$ cat config.mk
export PLATFORM = sky130hd
export DESIGN_NAME = ram_fifo
export DESIGN_NICKNAME = d
export VERILOG_FILES = /design/src/rtl/ram_fifo_ctrl_pkg.sv /design/src/rtl/ram_fifo.sv /design/src/rtl/ram_single_port2.sv /design/src/rtl/ram_fifo_ctrl.sv
export SDC_FILE = /design/constraint.sdc
export NUM_CORES = 1
export LEC_CHECK = 0
export ABC_AREA = 1
export CAP_MARGIN = 20
export CELL_PAD_IN_SITES_DETAIL_PLACEMENT = 0
export CELL_PAD_IN_SITES_GLOBAL_PLACEMENT = 2
export CORE_AREA = 4 4 224 226
export CTS_BUF_LIST = sky130_fd_sc_hd__clkbuf_8
export DETAILED_ROUTE_END_ITERATION = 10
export DIE_AREA = 0 0 228 230
export GPL_ROUTABILITY_DRIVEN = 0
export PLACE_DENSITY = 0.95
export RECOVER_POWER = 25
export REMOVE_ABC_BUFFERS = 1
export SYNTH_ARGS = -nofsm -noshare
export SYNTH_HDL_FRONTEND = slang
export SYNTH_HIERARCHICAL = 1
export SYNTH_SLANG_ARGS = --single-unit
$ cat constraint.sdc
create_clock -name clk -period 4.1 [get_ports clk]
set_input_delay 1.23 -clock clk [delete_from_list [all_inputs] [get_ports clk]]
set_output_delay 1.23 -clock clk [all_outputs]
set_load 0.01 [all_outputs]
$ cat src/rtl/ram_fifo_ctrl_pkg.sv
// Shared definitions for the RAM-backed FIFO controller.
// Holds the default data/address widths, the depth derivation used by the
// controller and the RAM model, and the head-register state encoding.
package ram_fifo_ctrl_pkg;

   localparam int DATA_WIDTH_DEF = 8;
   localparam int ADDR_WIDTH_DEF = 6;

   function automatic int depth_of(input int addr_width);
      return 1 << addr_width;
   endfunction

   typedef enum logic {
      HEAD_EMPTY = 1'b0,
      HEAD_VALID = 1'b1
   } head_state_t;

endpackage

$ cat src/rtl/ram_fifo.sv
// Thin wrapper: FIFO controller plus its RAM, exposing only the stream side.
// Ports:
//   clk, rst_n                   - clock, async active-low reset
//   in_valid/in_ready/in_data    - upstream stream
//   out_valid/out_ready/out_data - downstream stream
//   count/full/empty             - occupancy
module ram_fifo
   import ram_fifo_ctrl_pkg::*;
#(
   parameter int DATA_WIDTH = DATA_WIDTH_DEF,
   parameter int ADDR_WIDTH = ADDR_WIDTH_DEF
) (
   input  logic                  clk,
   input  logic                  rst_n,
   input  logic                  in_valid,
   output logic                  in_ready,
   input  logic [DATA_WIDTH-1:0] in_data,
   output logic                  out_valid,
   input  logic                  out_ready,
   output logic [DATA_WIDTH-1:0] out_data,
   output logic [ADDR_WIDTH:0]   count,
   output logic                  full,
   output logic                  empty
);

   logic                  ram_we;
   logic [ADDR_WIDTH-1:0] ram_write_addr, ram_read_addr;
   logic [DATA_WIDTH-1:0] ram_data, ram_q;

   ram_fifo_ctrl #(
      .DATA_WIDTH (DATA_WIDTH),
      .ADDR_WIDTH (ADDR_WIDTH)
   ) u_ctrl (
      .clk            (clk),
      .rst_n          (rst_n),
      .in_valid       (in_valid),
      .in_ready       (in_ready),
      .in_data        (in_data),
      .out_valid      (out_valid),
      .out_ready      (out_ready),
      .out_data       (out_data),
      .ram_we         (ram_we),
      .ram_write_addr (ram_write_addr),
      .ram_data       (ram_data),
      .ram_read_addr  (ram_read_addr),
      .ram_q          (ram_q),
      .count          (count),
      .full           (full),
      .empty          (empty)
   );

   ram_single_port2 #(
      .DATA_WIDTH (DATA_WIDTH),
      .ADDR_WIDTH (ADDR_WIDTH)
   ) u_ram (
      .clk        (clk),
      .we         (ram_we),
      .write_addr (ram_write_addr),
      .data       (ram_data),
      .read_addr  (ram_read_addr),
      .q          (ram_q)
   );

endmodule

$ cat src/rtl/ram_single_port2.sv
// Single-port RAM with separate read and write addresses and a registered,
// write-first read port: a read of the address being written returns the new
// data. Contents are not reset.
// Ports:
//   clk        - clock, all updates on posedge
//   we         - write enable
//   write_addr - write address
//   data       - write data
//   read_addr  - read address
//   q          - registered read data
module ram_single_port2
   import ram_fifo_ctrl_pkg::*;
#(
   parameter int DATA_WIDTH = DATA_WIDTH_DEF,
   parameter int ADDR_WIDTH = ADDR_WIDTH_DEF
) (
   input  logic                  clk,
   input  logic                  we,
   input  logic [ADDR_WIDTH-1:0] write_addr,
   input  logic [DATA_WIDTH-1:0] data,
   input  logic [ADDR_WIDTH-1:0] read_addr,
   output logic [DATA_WIDTH-1:0] q
);

   localparam int DEPTH = depth_of(ADDR_WIDTH);

   logic [DATA_WIDTH-1:0] mem [DEPTH];

   always_ff @(posedge clk) begin
      if (we) begin
         mem[write_addr] <= data;
      end
      q <= (we && (write_addr == read_addr)) ? data : mem[read_addr];
   end

endmodule

$ cat src/rtl/ram_fifo_ctrl.sv
// FIFO controller that turns an external single-port RAM with a registered
// read port into a valid/ready stream buffer.
// Ports:
//   clk, rst_n                 - clock, async active-low reset
//   in_valid/in_ready/in_data  - upstream stream
//   out_valid/out_ready/out_data - downstream stream, out_data is ram_q
//   ram_we/ram_write_addr/ram_data/ram_read_addr/ram_q - RAM interface
//   count/full/empty           - occupancy, including the presented head word
//
// Head register FSM:
//   state      | meaning
//   HEAD_EMPTY | ram_q holds nothing meaningful, out_valid=0
//   HEAD_VALID | ram_q holds the FIFO head, out_valid=1
module ram_fifo_ctrl
   import ram_fifo_ctrl_pkg::*;
#(
   parameter int DATA_WIDTH = DATA_WIDTH_DEF,
   parameter int ADDR_WIDTH = ADDR_WIDTH_DEF
) (
   input  logic                  clk,
   input  logic                  rst_n,
   input  logic                  in_valid,
   output logic                  in_ready,
   input  logic [DATA_WIDTH-1:0] in_data,
   output logic                  out_valid,
   input  logic                  out_ready,
   output logic [DATA_WIDTH-1:0] out_data,
   output logic                  ram_we,
   output logic [ADDR_WIDTH-1:0] ram_write_addr,
   output logic [DATA_WIDTH-1:0] ram_data,
   output logic [ADDR_WIDTH-1:0] ram_read_addr,
   input  logic [DATA_WIDTH-1:0] ram_q,
   output logic [ADDR_WIDTH:0]   count,
   output logic                  full,
   output logic                  empty
);

   localparam int DEPTH = depth_of(ADDR_WIDTH);
   localparam logic [ADDR_WIDTH:0]   FULL_COUNT = (ADDR_WIDTH+1)'(DEPTH);
   localparam logic [ADDR_WIDTH:0]   CNT_ONE    = (ADDR_WIDTH+1)'(1);
   localparam logic [ADDR_WIDTH-1:0] PTR_ONE    = ADDR_WIDTH'(1);

   head_state_t           state, state_nxt;
   logic [ADDR_WIDTH-1:0] wr_ptr, rd_ptr;
   logic [ADDR_WIDTH:0]   count_r, avail;
   logic                  push, pop, fetch;

   assign out_valid = (state == HEAD_VALID);
   assign full      = (count_r == FULL_COUNT);
   assign empty     = (count_r == '0);
   assign in_ready  = !full;
   assign count     = count_r;

   assign push  = in_valid && in_ready;
   assign pop   = out_valid && out_ready;
   // Entries sitting in RAM that have not been moved into the head register yet.
   assign avail = count_r - {{ADDR_WIDTH{1'b0}}, out_valid};
   // Based on registered count only, so a word is never read in its write cycle.
   assign fetch = (avail != '0) && (!out_valid || out_ready);

   assign ram_we         = push;
   assign ram_write_addr = wr_ptr;
   assign ram_data       = in_data;
   // While not fetching, re-read the presented slot so ram_q stays stable.
   assign ram_read_addr  = fetch ? rd_ptr : (rd_ptr - PTR_ONE);
   assign out_data       = ram_q;

   always_ff @(posedge clk or negedge rst_n) begin
      if (!rst_n) begin
         state <= HEAD_EMPTY;
      end else begin
         state <= state_nxt;
      end
   end

   always_comb begin
      state_nxt = state;
      if (fetch) begin
         state_nxt = HEAD_VALID;
      end else if (pop) begin
         state_nxt = HEAD_EMPTY;
      end
   end

   always_ff @(posedge clk or negedge rst_n) begin
      if (!rst_n) begin
         wr_ptr  <= '0;
         rd_ptr  <= '0;
         count_r <= '0;
      end else begin
         if (push) begin
            wr_ptr <= wr_ptr + PTR_ONE;
         end
         if (fetch) begin
            rd_ptr <= rd_ptr + PTR_ONE;
         end
         // A slot is released only on pop, so the presented slot is never rewritten.
         case ({push, pop})
            2'b10:   count_r <= count_r + CNT_ONE;
            2'b01:   count_r <= count_r - CNT_ONE;
            default: count_r <= count_r;
         endcase
      end
   end

endmodule

# Word-level counts from Yosys, hierarchy flattened
# Memory sizes are Yosys's and may differ from the RTL's. A register that Yosys moved wholly into a read port is not among the register bits.
# Index checks and enable logic that the tools add are counted.
[totals]
n_memories = 1
ram_bits = 512
output_inout_bits = 19
register_bits = 20
[mem_list]
columns = ["name", "words", "width", "rd", "rd_ports_with_merged_regs", "write_ports", "line", "text"]
rows = [
  ["u_ram.mem", 64, 8, 1, 1, 1, "ram_single_port2.sv:27", "logic [DATA_WIDTH-1:0] mem [DEPTH];"],
]
[classes]
add_sub_neg = 6
mux = 6
reduce_logical = 10
n_eq_ne = 3
[op_table]
columns = ["cell", "n"]
rows = [
  ["one-hot mux 7 bit (2 select lines)", 1],
  ["adder 6 x 1 -> 6 bit, second input constant", 2],
  ["adder 7 x 1 -> 7 bit, second input constant", 1],
  ["== test 7 bit, second input constant", 1],
  ["zero test 7 bit", 1],
  ["nonzero test 7 bit", 1],
  ["subtractor 7 x 1 -> 7 bit", 1],
  ["subtractor 7 x 1 -> 7 bit, second input constant", 1],
  ["2-to-1 mux 6 bit", 1],
  ["subtractor 6 x 1 -> 6 bit, second input constant", 1],
  ["2-to-1 mux 1 bit", 4],
  ["nonzero test 2 bit", 2],
  ["logical AND 1 bit", 3],
  ["== test 2 x 1 -> 1 bit, second input constant", 1],
  ["== test 2 bit, second input constant", 1],
  ["zero test 1 bit", 2],
  ["logical OR 1 bit", 1],
]

# Depth between registers and ports, before layout
# Gate-level depths: netlist (run 1).
[depth]
word_depth = 5
mapped_depth = 15
depth_no_buf = 15

# By module
# Netlist (run 1), hierarchy kept.
[modules_own_cells]
columns = ["mod", "cells_per_inst", "area_per_inst_um2", "n_inst", "seq_area_each_um2"]
rows = [
  ["ram_single_port2", 1803, 21299.2, 1, 15494.9],
  ["ram_fifo_ctrl", 241, 1684.1, 1, 500.5],
]

# Worst setup path before layout (run 1)
# Ideal clock, no wire load.
[synth_path]
path_kind = "input to register"
start = "input port in_valid"
end = "memory u_ram/mem[48][0] (netlist bit) (enable)"
n_path_buf = 1
path_slack_ns = 0.845
arrival_ns = 2.860
t_required_ns = 3.705
path_stages = 5
setup_ns = 0.395
path_cell_list = "inv_1 nor2_2 clkbuf_1 nand4_1 nor4_1"
[synth_via]
elab_chain_cells = 3
[synth_lines]
columns = ["item", "line", "text"]
rows = [
  ["from (decl)", "ram_fifo.sv:15", "input logic in_valid,"],
  ["logical AND 1 bit", "ram_fifo_ctrl.sv:54", "assign push = in_valid && in_ready;"],
  ["net ram_we", "ram_fifo.sv:26", "logic ram_we;"],
  ["2-to-1 mux 1 bit", "ram_single_port2.sv:30", "if (we) begin"],
  ["2-to-1 mux 1 bit (implied by the code)", "ram_single_port2.sv:31", "mem[write_addr] <= data;"],
  ["to (decl)", "ram_single_port2.sv:27", ""],
]
# The timed path passes the listed nets, and every way through them passes these cells.

==> results.ini, run 1 <==
[pwr]
irDropWorstVdd_uv=322
intPower_mw=10.5
p_leak_nw=9.97
p_seq_share_pct=38.0
p_switching_mw=6.76
pwr-share-comb_pct=38.4
switching_share_pct=39.2
powerDensity_mw_per_mm2=661
clock_power_share_pct=23.6

[yosys]
ys_ff_latch=538
yosysSeqAreaShare_pct=69.6
synth_cells=2044
syn_avg_cell_area_um2=11.2
netlist_area_mm2=0.0230
yosys_warnings=6
yosys.cell_types.count=33

[clocking]
htree_levels=3
cts_buffers=86
clockBufferDepth=3
clk_pin_slew_ns=0.06
insertion_delay_ns=0.67
cts.sinks=538
cts_root_buffer=clkbuf_8
cts_tree=yes
ctsHoldBuffers=0

[drt]
firstDrtPassIters=5
drt-total-wl_mm=61.4
drtAntennaViolNets=0
remaining_drc_errors=0
wire_per_inst_um=21.6
via_per_inst=5.52
drt_iter0_drc=1455
vias=15700

[worst_setup_path]
rrSetupSlack_ns=1.64
critPathRequiredTime_ns=2.87
critPathLaunchType=flip-flop
crit_arrival_ns=2.93
end_kind=output pin
criticalPathCategory=flip-flop to output pin
cp_max_fo=35

[timing]
fin_hold_ws_ns=0.530
rsz0062_at_grt=true
period_minus_slack_ns=4.16
hold_violations=0
relSlewSlack_pct=-125
tightest_slew_ns=3.37
clock_skew_ns=0.0287
setup_ws_ns=-0.0580
fmax_mhz=240
period_share_pct=101
report.final.setup_viol=2
final_max_slew_viol_count=385

[die]
io_pins=31
die_area_mm2=0.0524
start_util_pct=47.5
num_rows=81
coreArea_mm2=0.0483
dieHeight_um=230
die_w_um=228

[final_layout]
nNetsFinal=2177
layout-drive-gt1-share_pct=11.9
fillers=4123
fin_util_pct=53.8
instances_no_fill=2844
finalInstanceArea_mm2=0.0260
syn2layout_area_growth_pct=13.3

[placed_design]
dpl_cell_area_mm2=0.0241
portBuffers=30
hpwl_mm=34.0
dp.cells=2672

[status]
outcome=complete, but fails checks
violations=max-capacitance violations, max-slew violations, negative setup slack

[grt]
grt_max_degree=97
antenna_found_initial=0
grt_use_total_pct=22.7
grt-ovfl-total=0
grt_pass1_wl_mm=91.2
grt_pass1_vias=15500

[worst_hold_path]
hold_class=flip-flop to flip-flop

[job]
drv_cap=7

==> flip-flops by register name (all words and copies together) (netlist names), named ones only <==
name                   cells
u_ctrl/rd_ptr              6
u_ctrl/ram_write_addr      6
u_ram/mem                512
u_ctrl/count               7
u_ctrl/out_valid           1
==> power by group through the flow <==
stage | logic (mW) | registers, mW | clock network, mW
3_3_place_gp | 5.88 | 6.62 | 0
6_report | 6.61 | 6.54 | 4.07
4_1_cts | 6.41 | 6.52 | 4.15
2_1_floorplan | 3.35 | 6.96 | 0
5_1_grt | 7.16 | 6.57 | 4.41
3_5_place_dp | 5.92 | 6.63 | 0
==> cells by family after synthesis <==
family	count (synthesis)	synth area share [%]
xor gates and xnor gates	12	0.457
adders and majority gates	11	0.632
AOI/OAI and AO/OA	9	0.201
and+or+nand+nor	1294	24.1
buffers and inverters	180	4.97
DFF	538	69.6
==> Yosys cell counts, drive strengths merged <==
cell | instances | area share [%]
a21oi | 3 | 0.065
nand4 | 15 | 0.47
xnor2 | 4 | 0.15
or2 | 1 | 0.027
dfrtp | 20 | 2.2
dfxtp | 6 | 0.52
inv | 45 | 0.76
ha | 10 | 0.54
nor2 | 70 | 1.2
xor2 | 8 | 0.30
nand3b | 1 | 0.033
nand3 | 459 | 10
nor3 | 3 | 0.087
o21ai | 5 | 0.11
fa | 1 | 0.087
edfxtp | 512 | 67
o22ai | 1 | 0.027
buf | 118 | 3.9
clkbuf | 17 | 0.28
nor4 | 8 | 0.22
nand2 | 737 | 12
==> through the flow <==
stage	total power [mW]	setup TNS (ns)	setup slack (ns)
after floorplan	10.3	-34.57	-4.32
after global placement	12.5	0	0.511
after detailed placement	12.6	0	0.481
after CTS	17.1	-0.910	-0.135
after global routing	18.1	-0.293	-0.171
final	17.2	-0.0831	-0.0580
==> placed cells by master (no fill, tap or decap), drive strengths merged, types with 3 or more instances in the layout <==
master / netlist / final
nand4: 15 / 15
o21ai: 5 / 5
nand2: 737 / 737
dfrtp: 20 / 20
a21oi: 3 / 3
ha: 10 / 10
clkbuf: 17 / 99
dfxtp: 6 / 6
clkinv: 0 / 28
xor2: 8 / 8
nand3: 459 / 459
dlymetal6s2s: 0 / 5
nor4: 8 / 8
clkdlybuf4s50: 0 / 16
nor2: 70 / 70
buf: 118 / 122
inv: 45 / 85
edfxtp: 512 / 512
nor3: 3 / 3
xnor2: 4 / 4
==> final cells by class <==
cell class                 count  area, um^2  area share, %
clock inverter                68         297           1.14
antenna                        1        2.50        0.00961
timing repair inverter         1        11.3         0.0433
timing repair buffer         156        1650           6.34
tap                          622         778           2.99
inverter                      45         200          0.769
multi-input combinational   1326        5890           22.6
sequential                   538       16000           61.5
clock buffer                  87        1200           4.60
==> critical path, cell delays in order (launching register included) <==
cell             delay (ns)
dfxtp_4                0.40
inv_6                  0.29
buf_12                 0.26
nand3_1                0.10
nand3_1                0.11
nand2_1                0.07
nand2_1                0.09
nand3_1                0.14
nand3_1                0.14
nand2_1                0.12
clkdlybuf4s50_1        0.50
==> what timing repair did <==
action                     in CTS  in global routing
pin swaps                       0                  1
gates resized for setup        21                 22
setup buffers                   5                  1
cloned                          7                  4
setup endpoints to repair       8                  7
==> worst paths after layout <==
check	to	start	cells past startpoint
hold / removal	u_ctrl/rd_ptr[5]	u_ctrl/rd_ptr[5]	2
setup reg to reg	u_ctrl/count[6]	u_ctrl/count[2]	14
min in group asynchronous	u_ctrl/rd_ptr[5]	rst_n	1
setup / recovery	out_data[0]	flip-flop	10
hold reg to reg	u_ctrl/rd_ptr[5]	u_ctrl/rd_ptr[5]	2
max in group asynchronous	u_ctrl/rd_ptr[2]	rst_n	1
==> layer usage <==
layer | up-vias | global-route usage, % | share of wire, %
li1 | 7323 | - | -
met1 | 7603 | 30.2 | 41
met2 | 643 | 37.2 | 48
met3 | 123 | 4.13 | 7.6
met4 | 0 | 9.13 | 3.3
met5 | - | 0 | 0
(Power assumes the default switching activity.)
==> run 2, diff against run 1 <==
- CAP_MARGIN: 20 -> default
- SETUP_SLACK_MARGIN: default -> 0.2
==> run 2 against run 1 <==
Effect of this change: the run ends with max-capacitance violations, max-slew violations left; worst hold slack gained 0.0027 ns; die area is the same; non-clock buffer count grew 8; sequential power is essentially flat; flip-flop and latch count is the same; clock skew shrank 0.0017 ns; via count grew 0.12%; sequential share of layout area shrank 0.57 points; critical endpoint is now out_data[4]; register-to-register slack is essentially flat.
==> results.ini, run 2 (same netlist as run 1, synthesis figures left out) <==
[status]
outcome=complete, but fails checks
violations=max-capacitance violations, max-slew violations

[worst_setup_path]
end_kind=output pin
criticalPathCategory=flip-flop to output pin
crit_path_cell_trace=buf_12 > inv_16 > buf_12 > buf_4 > nand2_1 > nand3_1 > nand3_1 > nand2_1 > nand2_1 > nand3_2 > nand3_1 > nand2_2 > clkdlybuf4s15_2
r2r_cells=14  ; unchanged
critPathRequiredTime_ns=2.87  ; about the same
cpMaxStageDelayCell=dfxtp_4
path_buf_inv=5  ; +2
slowest_delay_ns=0.36  ; -0.14 ns
crit_cells=13  ; +3
crit_family=simple AND/OR/NAND/NOR gates
crit_arrival_ns=2.66  ; -0.27 ns
critPathLaunchType=flip-flop
cp_max_fo=11  ; -69%

[placed_design]
dpl_cell_area_mm2=0.0241  ; unchanged
portBuffers=30  ; unchanged
dp_worst_setup_slack_ns=0.481  ; unchanged
hpwl_mm=34.0  ; unchanged

[final_layout]
most-common-layout-cells=nand2_1, edfxtp_1, nand3_1
largest_reg_flops=512  ; unchanged
finalInstanceArea_mm2=0.0263  ; +0.94%
syn2layout_area_growth_pct=14.3
fin_util_pct=54.4  ; +0.51 points
nNetsFinal=2185  ; +0.37%
top_register=u_ram/mem
layout-drive-gt1-share_pct=13.8  ; +1.9 points
n_antenna_cell=0  ; -1
final_common_cell=nand2_1

[drt]
vias=15700  ; +0.12%
drtAntennaViolNets=0  ; unchanged
drt-total-wl_mm=61.3  ; -0.18%
wire_per_inst_um=21.5  ; -0.43%
drt_iter0_drc=1438  ; -1.2%
firstDrtPassIters=5  ; unchanged
via_per_inst=5.51  ; -0.12%
remaining_drc_errors=0  ; unchanged

[timing]
period_minus_slack_ns=3.89  ; -0.267 ns
rsz0062_at_grt=true
period_share_pct=94.9  ; -6.5 points
setup_ws_ns=0.209  ; +0.267 ns
fin_hold_ws_ns=0.532  ; +0.00267 ns
clock_skew_ns=0.0270  ; -0.00168 ns
final_max_slew_viol_count=384  ; -0.26%
relSlewSlack_pct=-122  ; +2.7 points
fmax_mhz=257  ; +6.9%
report.final.setup_viol=0  ; -2
tightest_slew_ns=3.33  ; -0.0398 ns
hold_violations=0  ; unchanged

[grt]
grt_use_total_pct=23.2  ; +0.53 points
grt-ovfl-total=0  ; unchanged
antenna_found_initial=0  ; unchanged
grt_max_degree=65  ; -33%
grt_pass1_vias=15600  ; +1.0%
grt_pass1_wl_mm=93.0  ; +2.0%

[pwr]
powerDensity_mw_per_mm2=664  ; +0.36%
irDropWorstVdd_uv=363  ; +13%
clock_power_share_pct=23.3  ; -0.3 points
p_total_mw=17.4  ; +1.3%
pwr-share-comb_pct=39.2  ; +0.8 points
p_seq_share_pct=37.5  ; -0.5 points
intPower_mw=10.6  ; +1.6%
switching_share_pct=39.1  ; -0.15 points
p_switching_mw=6.82  ; +0.91%
p_leak_nw=10.0  ; +0.74%

[clocking]
clockBufferDepth=3  ; unchanged
cts_root_buffer=clkbuf_8
cts.sinks=538  ; unchanged
cts_buffers=86  ; unchanged
clk_pin_slew_ns=0.06  ; about the same
cts_tree=yes
ctsHoldBuffers=0  ; unchanged
htree_levels=3  ; unchanged
insertion_delay_ns=0.66  ; about the same

[worst_hold_path]
min_path_cells=2  ; unchanged
hold_class=flip-flop to flip-flop

[die]
die_area_mm2=0.0524  ; unchanged
coreArea_mm2=0.0483  ; unchanged
start_util_pct=47.5  ; unchanged
dieHeight_um=230  ; unchanged
io_pins=31  ; unchanged
num_rows=81  ; unchanged
die_w_um=228  ; unchanged

[job]
drv_cap=7  ; unchanged

==> run 2: cell count changes in the layout (fill, tap and decap cells not counted), moves of 2 or more <==
cell and delta:
buf_12 +3, buf_16 +3, buf_2 +3, buf_8 +2
bufbuf_16 +2, clkbuf_16 -3, clkdlybuf4s15_2 +4, clkdlybuf4s50_1 -2
dlymetal6s2s_1 -5, nand2_1 -10, nand2_2 +10, nand3_1 -17
nand3_2 +17
==> run 2: cell type report <==
class | count | area (um^2)
Clock buffer | 87 | 1200
Tap cell | 622 | 778
Multi-Input combinational cell | 1326 | 6000
Clock inverter | 68 | 297
Inverter | 45 | 193
Fill cell | 4097 | 22100
Sequential cell | 538 | 16000
Timing Repair Buffer | 164 | 1800
Timing Repair inverter | 1 | 8.76
==> run 2: per-stage QoR <==
step | setup TNS (ns) | cells
after floorplan | -34.57 | 1909
after global placement | 0 | 2672
after detailed placement | 0 | 2672
after CTS | 0 | 2850
after global routing | 0 | 2851
final | 0 | 2851
==> run 2: per-layer routing <==
layer	GRT usage [%]	part of all wire (%)
met4	9.07	3.3
met3	3.80	7.3
met2	38.4	48
met1	30.9	41
met5	0	0
==> run 2: what timing repair did <==
| item | in CTS | in global routing |
|---|---|---|
| buffers inserted | 13 | 0 |
| cloned | 10 | 1 |
| setup endpoints to repair | 8 | 8 |
| gates resized for setup | 77 | 18 |
| pin swaps | 9 | 13 |
==> run 2: final timing paths <==
path | start | endpoint | slack, ns
max in group asynchronous | rst_n | u_ctrl/rd_ptr[2] | 2.40
worst max register to register | u_ctrl/count[2] | u_ctrl/count[6] | 1.64
worst min register to register | u_ctrl/rd_ptr[5] | u_ctrl/rd_ptr[5] | 0.53
min in group asynchronous | rst_n | u_ctrl/rd_ptr[5] | 1.10
worst min-delay path | u_ctrl/rd_ptr[5] | u_ctrl/rd_ptr[5] | 0.53
worst max-delay path | flip-flop | out_data[4] | 0.21
==> run 2: power by group through the flow <==
stage	Combinational [mW]	Clock [mW]	Sequential (mW)
after global placement	5.88	0	6.62
after CTS	6.80	4.15	6.53
after floorplan	3.35	0	6.96
final	6.84	4.06	6.54
after detailed placement	5.92	0	6.63
after global routing	7.43	4.41	6.57
==> run 2: worst min-delay path, delay by kind of cell, from the launching register on <==
kind	cells	cell delay [ns]
simple gates	2	0.12
flops	1	0.39
==> RTL change 1, RTL diff (settings of run 1) <==
Set the package constant `DATA_WIDTH_DEF` to 9 (it was 8).
--- a/src/rtl/ram_fifo_ctrl_pkg.sv
+++ b/src/rtl/ram_fifo_ctrl_pkg.sv
@@ -3,7 +3,7 @@
 // controller and the RAM model, and the head-register state encoding.
 package ram_fifo_ctrl_pkg;
 
-   localparam int DATA_WIDTH_DEF = 8;
+   localparam int DATA_WIDTH_DEF = 9;
    localparam int ADDR_WIDTH_DEF = 6;
 
    function automatic int depth_of(input int addr_width);
Interface: changed (resized in_data and out_data); port bits go from 31 to 33. No check against the original RTL was run, so the function may have changed too.
==> RTL change 1 against run 1 <==
The run ends with capacitance limit, slew limit left; final cell count up 8.6%; final area increased by 12%; sequential cell count grew 64; setup slack improved by 0.13 ns; area after synthesis grew 11%; global-route usage up 2.8 points; maximum frequency increased by 3.1%; total power grew 14%; clock skew grew 0.0033 ns; wire length increased by 10%; synthesized cell count up 10%; hold slack better by 0.0021 ns; largest power group unchanged.
==> RTL change 1: results (changes against run 1) <==
stage,metric,value,unit,change
cts,number of H-tree levels,3,,unchanged
setup_path,worst reg2reg path depth,12,,-2
cts,clock buffer depth,3,,unchanged
job,count of maximum capacitance violations,5,,-2
synthesis,share of synthesized registers carrying an async set or reset,0.03322,,-0.003952
synthesis,"Distinct cells, synth",34,,+3.0%
final_layout,max FFs per register,576,,+13%
timing,Final Skew,0.03204,ns,+0.003328 ns
setup_path,FF-to-FF setup slack,1.55,ns,-0.09 ns
final_layout,non-filler instance count after layout,3090,,+8.6%
setup_path,arrival time worst endpoint,2.80,ns,-0.13 ns
global_routing,first-pass GRT wire length,101300,microns,+11%
place,HPWL after DPL,38590,microns,+14%
global_routing,GRT met1 Usage,0.3467,,+0.04493
synthesis,Area contributors post-synth,"edfxtp_1 (68%), nand2_1 (12%), nand3_1 (10%)",,
global_routing,met3 usage,0.04819,,+0.006938
global_routing,GRT Util Overall,0.2542,,+0.02764
final_layout,fillers,3904,,-5.3%
timing,Tcrit/Tclk final,0.9836,,-0.03059
synthesis,yosys warns,6,,unchanged
drt,number of vias per cell,5.634,,+2.1%
synthesis,Post-synth EDFFs,576,,+13%
drt,wire per inst,21.96,microns,+1.6%
pwr,Peak VDD IR,0.3966,mV,+23%
timing,Max Slew Vio Count,207,,-46%
setup_path,critical path peak fanout,10,,-71%
outcome,status,"complete, but fails checks",,
cts,Root Driver,clkbuf_8,,
outcome,failing checks,"capacitance limit, slew limit",,
place,Cell Count Post-Placement,2889,,+8.1%
global_routing,vias in the first global route,16890,,+9.1%
cts,Worst-path clk slew,0.07,ns,
final_layout,# diodes,0,,-1
synthesis,cell count after synthesis,2256,,+10%
setup_path,slowest CP cell,dfxtp_4,,
synthesis,"count leader, synth",nand2_1,,
pwr,leak pwr,11.12,nW,+12%
place,Placement Cell Area,26750,sq um,+11%
global_routing,largest net degree at the start of global routing,100,,+3.1%
drt,DRT iter0 DRCs,1747,,+20%
worst_hold_path,Hold Crit Class,reg -> reg,,
global_routing,routing usage on met2,0.4134,,+0.04176
synthesis,sequential element share of the synthesized area,0.7043,,+0.008388
drt,drt first pass iters,6,,+1
timing,relative slew slack,-1.483,,-0.2346
final_layout,layout cells sized above 1,0.1325,,+0.01363
cts,cts bufs inserted,96,,+12%
place,number of port buffers,32,,+6.7%
place,pre-CTS worst setup slack,0.2925,ns,-0.1889 ns
final_layout,nets,2416,,+11%
worst_hold_path,WHS Path Cells,2,,unchanged
setup_path,critical path's largest stage delay,0.38,ns,-0.12 ns
global_routing,initial antenna violation count,0,,unchanged
synthesis,"top cells by count, synth","nand2_1 (815), edfxtp_1 (576), nand3_1 (511), nor2_1 (67), buf_2 (55)",,
cts,clock latency on the worst-skew pair,0.69,ns,+0.02 ns
[RTL change 1: cell count changes after synthesis, sizes merged, moves of 10 or more]
cell / delta
edfxtp: +64
clkbuf: +10
nand2: +81
nand3: +54
[RTL change 1: final timing paths]
| path | start | to |
|---|---|---|
| min | u_ctrl/rd_ptr[5] | u_ctrl/rd_ptr[5] |
| max | register | out_data[0] |
| max reg2reg | u_ctrl/count[2] | u_ctrl/count[4] |
| max in group asynchronous | rst_n | u_ctrl/count[6] |
| min in group asynchronous | rst_n | u_ctrl/rd_ptr[3] |
| min reg2reg | u_ctrl/rd_ptr[5] | u_ctrl/rd_ptr[5] |
[RTL change 1: kinds of logic after synthesis]
logic type | count (synthesis) | share of synthesized area
flip-flops | 602 | 0.7043
XOR/XNOR | 12 | 0.004132
buffers and inverters | 193 | 0.04328
AND/OR/NAND/NOR | 1429 | 0.2407
adder cells (fa/ha/maj) | 11 | 0.005706
AO/OA/AOI/OAI | 9 | 0.001820
[RTL change 1: area by class of cell]
type	instances	area (sq um)	area share
tap	622	778.2	0.02665
clock inverter	78	495.5	0.01697
inverter	45	195.2	0.006684
timing repair inverter	3	36.28	0.001243
timing repair buffer	183	1904	0.06522
clock buffer	96	1321	0.04525
multi-input combinational	1461	6541	0.2240
sequential	602	17930	0.6140
[RTL change 1: timing repair]
action,4_1_cts,5_1_grt
cloned,11,1
buffers inserted,10,4
resized for setup,57,6
pin swaps,2,1
endpoints found under the setup margin,9,7
[RTL change 1: through the flow]
stage / util / hold WS [ns]
floorplan: - / 0.4860
global placement: 0.5534 / 0.5046
detailed placement: 0.5534 / 0.5246
CTS: 0.6027 / 0.5435
global route: 0.6040 / 0.5729
finish: 0.6040 / 0.5319
[RTL change 1: routing by layer]
layer	wire, microns	vias to the layer above
met2	32480	790
met5	0	-
li1	-	8124
met3	5895	102
met4	1809	0
met1	27660	8392
[RTL change 1: where the power goes]
group          internal, mW  total [mW]  leakage (nW)  switching (mW)
Sequential             7.01        7.31          5.48           0.298
Clock                  2.52        4.90          1.03            2.38
Combinational          2.54        7.35          4.61            4.81
[RTL change 1: tightest hold or removal path: stages, from the launching register on]
cell and delay, ns:
dfrtp_1 0.39, nand2_1 0.07, nand2_1 0.05
==> RTL change 2, RTL diff (config.mk and constraints of run 1) <==
Without the edit above. Register the output `count`; this adds one clock of latency there. The other outputs are not delayed to match. Comments in the files are not updated.
--- a/src/rtl/ram_fifo.sv
+++ b/src/rtl/ram_fifo.sv
@@ -23,6 +23,8 @@
    output logic                  empty
 );
 
+   logic [ADDR_WIDTH:0] count_d;
+
    logic                  ram_we;
    logic [ADDR_WIDTH-1:0] ram_write_addr, ram_read_addr;
    logic [DATA_WIDTH-1:0] ram_data, ram_q;
@@ -44,7 +46,7 @@
       .ram_data       (ram_data),
       .ram_read_addr  (ram_read_addr),
       .ram_q          (ram_q),
-      .count          (count),
+      .count          (count_d),
       .full           (full),
       .empty          (empty)
    );
@@ -61,5 +63,9 @@
       .q          (ram_q)
    );
 
+   always_ff @(posedge clk) begin
+       count <= count_d;
+   end
+
 endmodule
 
Function: changed (a bounded check fails within 4 cycles, from zero or initial values and one cycle with rst_n low).
==> RTL change 2 against run 1 <==
The run ends with capacitance limit, slew limit left; sequential cell count is 7 higher; clock skew is 0.0020 ns lower; area after synthesis is 0.61% higher; hold slack worse by 0.078 ns; total power is 2.9% higher; sequential power is 2% higher; final area is 2.0% higher; setup slack better by 0.16 ns; via count is 1.1% lower; die area stayed put; wire length is 6.3% lower; clock power is 10% higher; global-route usage is 0.87 points lower; combinational power is 0.8% lower; critical path type unchanged.
==> RTL change 2: results (changes against run 1) <==
stage,metric,value,unit,change
setup_path,arrival time worst endpoint,2.77,ns,-0.16 ns
synthesis,"top cells by count, synth","nand2_1 (734), edfxtp_1 (512), nand3_1 (457), nor2_1 (67), buf_2 (39)",,
synthesis,ys flop type,edfxtp_1,,
outcome,failing checks,"capacitance limit, slew limit",,
cts,cts bufs inserted,86,,unchanged
setup_path,worst reg2reg endpoint,u_ctrl/count[6],,
setup_path,Worst R2R Start,u_ctrl/count[2],,
synthesis,"Distinct cells, synth",33,,unchanged
cts,Worst-path clk slew,0.07,ns,
pwr,Switching Power,6.579,mW,-2.7%
global_routing,largest net degree at the start of global routing,65,,-33%
synthesis,Post-synth EDFFs,512,,unchanged
cts,number of H-tree levels,3,,unchanged
timing,Tightest Pin Transition,2.993,ns,-0.3798 ns
final_layout,nets,2193,,+0.73%
timing,Final Skew,0.02674,ns,-0.001970 ns
synthesis,Area contributors post-synth,"edfxtp_1 (66%), nand2_1 (12%), nand3_1 (9.9%)",,
place,pre-CTS worst setup slack,0.4370,ns,-0.04444 ns
synthesis,yosys warns,6,,unchanged
cts,Root Driver,clkbuf_8,,
cts,clock latency on the worst-skew pair,0.66,ns,
synthesis,share of synthesized registers carrying an async set or reset,0.03670,,-0.0004775
drt,drt first pass iters,5,,unchanged
setup_path,Worst Setup EP,out_data[2],,
drt,number of vias per cell,5.429,,-1.6%
setup_path,Critical Path Source Type,register,,
pwr,Peak VDD IR,0.4480,mV,+39%
pwr,leak pwr,10.16,nW,+1.9%
worst_hold_path,Hold Crit Class,reg -> reg,,
final_layout,Largest regs,"u_ram/mem (512), count (7), u_ctrl/count (7)",,
job,count of maximum capacitance violations,5,,-2
setup_path,FF-to-FF setup slack,1.63,ns,
global_routing,initial antenna violation count,0,,unchanged
final_layout,layout cells sized above 1,0.1306,,+0.01172
timing,Tcrit/Tclk final,0.9747,,-0.03950
cts,clock buffer depth,3,,unchanged
setup_path,worst reg2reg path depth,15,,+1
final_layout,# diodes,0,,-1
place,number of port buffers,30,,unchanged
global_routing,first-pass GRT wire length,88470,microns,-3.0%
drt,DRT iter0 DRCs,1541,,+5.9%
timing,Max Slew Vio Count,227,,-41%
setup_path,critical path peak fanout,13,,-63%
drt,final wirelength,57580,microns,-6.3%
place,HPWL after DPL,32960,microns,-3.0%
synthesis,sequential element share of the synthesized area,0.6978,,+0.001843
outcome,status,"complete, but fails checks",,
global_routing,GRT Util Overall,0.2178,,-0.008732
global_routing,vias in the first global route,15370,,-0.68%
RTL change 2: per-layer routing:
layer  up-vias  share of wire  wire length (microns)  global-route usage
li1       7355              -                      -                   -
met1      7492           0.42                  24190              0.2922
met2       583           0.48                  27360              0.3544
met3        87          0.078                   4476             0.04262
met4         0          0.027                   1555             0.08458
met5         -              0                      0                   0
RTL change 2: power groups by stage:
| stage | sequential, mW | clock, mW | combinational (mW) |
|---|---|---|---|
| 6_report | 6.67 | 4.49 | 6.56 |
| 3_5_place_dp | 6.75 | 0 | 5.82 |
| 4_1_cts | 6.66 | 4.59 | 6.40 |
| 2_1_floorplan | 7.07 | 0 | 3.35 |
| 3_3_place_gp | 6.74 | 0 | 5.78 |
| 5_1_grt | 6.70 | 4.88 | 7.19 |
RTL change 2: area by class of cell:
cell class | instances | area, sq um
Clock buffer | 92 | 1266
Clock inverter | 62 | 415.4
Fill cell | 4038 | 21800
Inverter | 45 | 200.2
Multi-Input combinational cell | 1326 | 5928
Sequential cell | 545 | 16140
Tap cell | 622 | 778.2
Timing Repair Buffer | 165 | 1802
Timing Repair inverter | 1 | 11.26
RTL change 2: worst min-delay path by stage:
stage	depth (start not counted)	from	to
detailed placement	0	u_ctrl/count[0]	count[0]
global route	0	u_ctrl/count[1]	count[1]
global placement	0	u_ctrl/count[4]	count[4]
CTS	0	u_ctrl/count[4]	count[4]
floorplan	0	u_ctrl/count[1]	count[1]
finish	0	u_ctrl/count[1]	count[1]
RTL change 2: worst max-delay path, stage by stage, from the launching register on:
cell and delay [ns]:
dfxtp_4 0.47, buf_16 0.18, buf_4 0.13, buf_12 0.13, nand2_1 0.07, nand3_1 0.08, nand3_1 0.09, nand2_1 0.14
nand2_1 0.13, nand3_1 0.11, nand3_1 0.13, nand2_1 0.13, dlygate4sd2_1 0.28
RTL change 2: repair_timing:
action,in CTS,in global routing
hold buffers,0,0
gates resized for setup,48,7
endpoints found under the hold margin,0,0
buffers inserted,3,10
setup endpoints to repair,8,4
gates cloned,9,1
RTL change 2: logic make-up (layout without fill, tap and decap cells):
group                    count (synthesis)  count (layout)  synth area share
XOR/XNOR                                12              12          0.004545
flip-flops                             545             545            0.6978
buffers and inverters                  180             365           0.04940
adder cells (fa/ha/maj)                 11              11          0.006277
AND/OR/NAND/NOR                       1294            1294            0.2400
AO/OA/AOI/OAI                            9               9          0.002002
RTL change 2: metrics by stage:
step           hold slack [ns]  std cells   TNS [ns]  cell area [sq um]
3_5_place_dp            0.4468       2680          0              24230
5_1_grt                 0.4724       2858  -0.002341              26550
6_report                0.4520       2858          0              26550
2_1_floorplan           0.4107       1916     -34.57              22160
3_3_place_gp            0.4452       2680          0              24230
4_1_cts                 0.4609       2846    -0.1189              26400
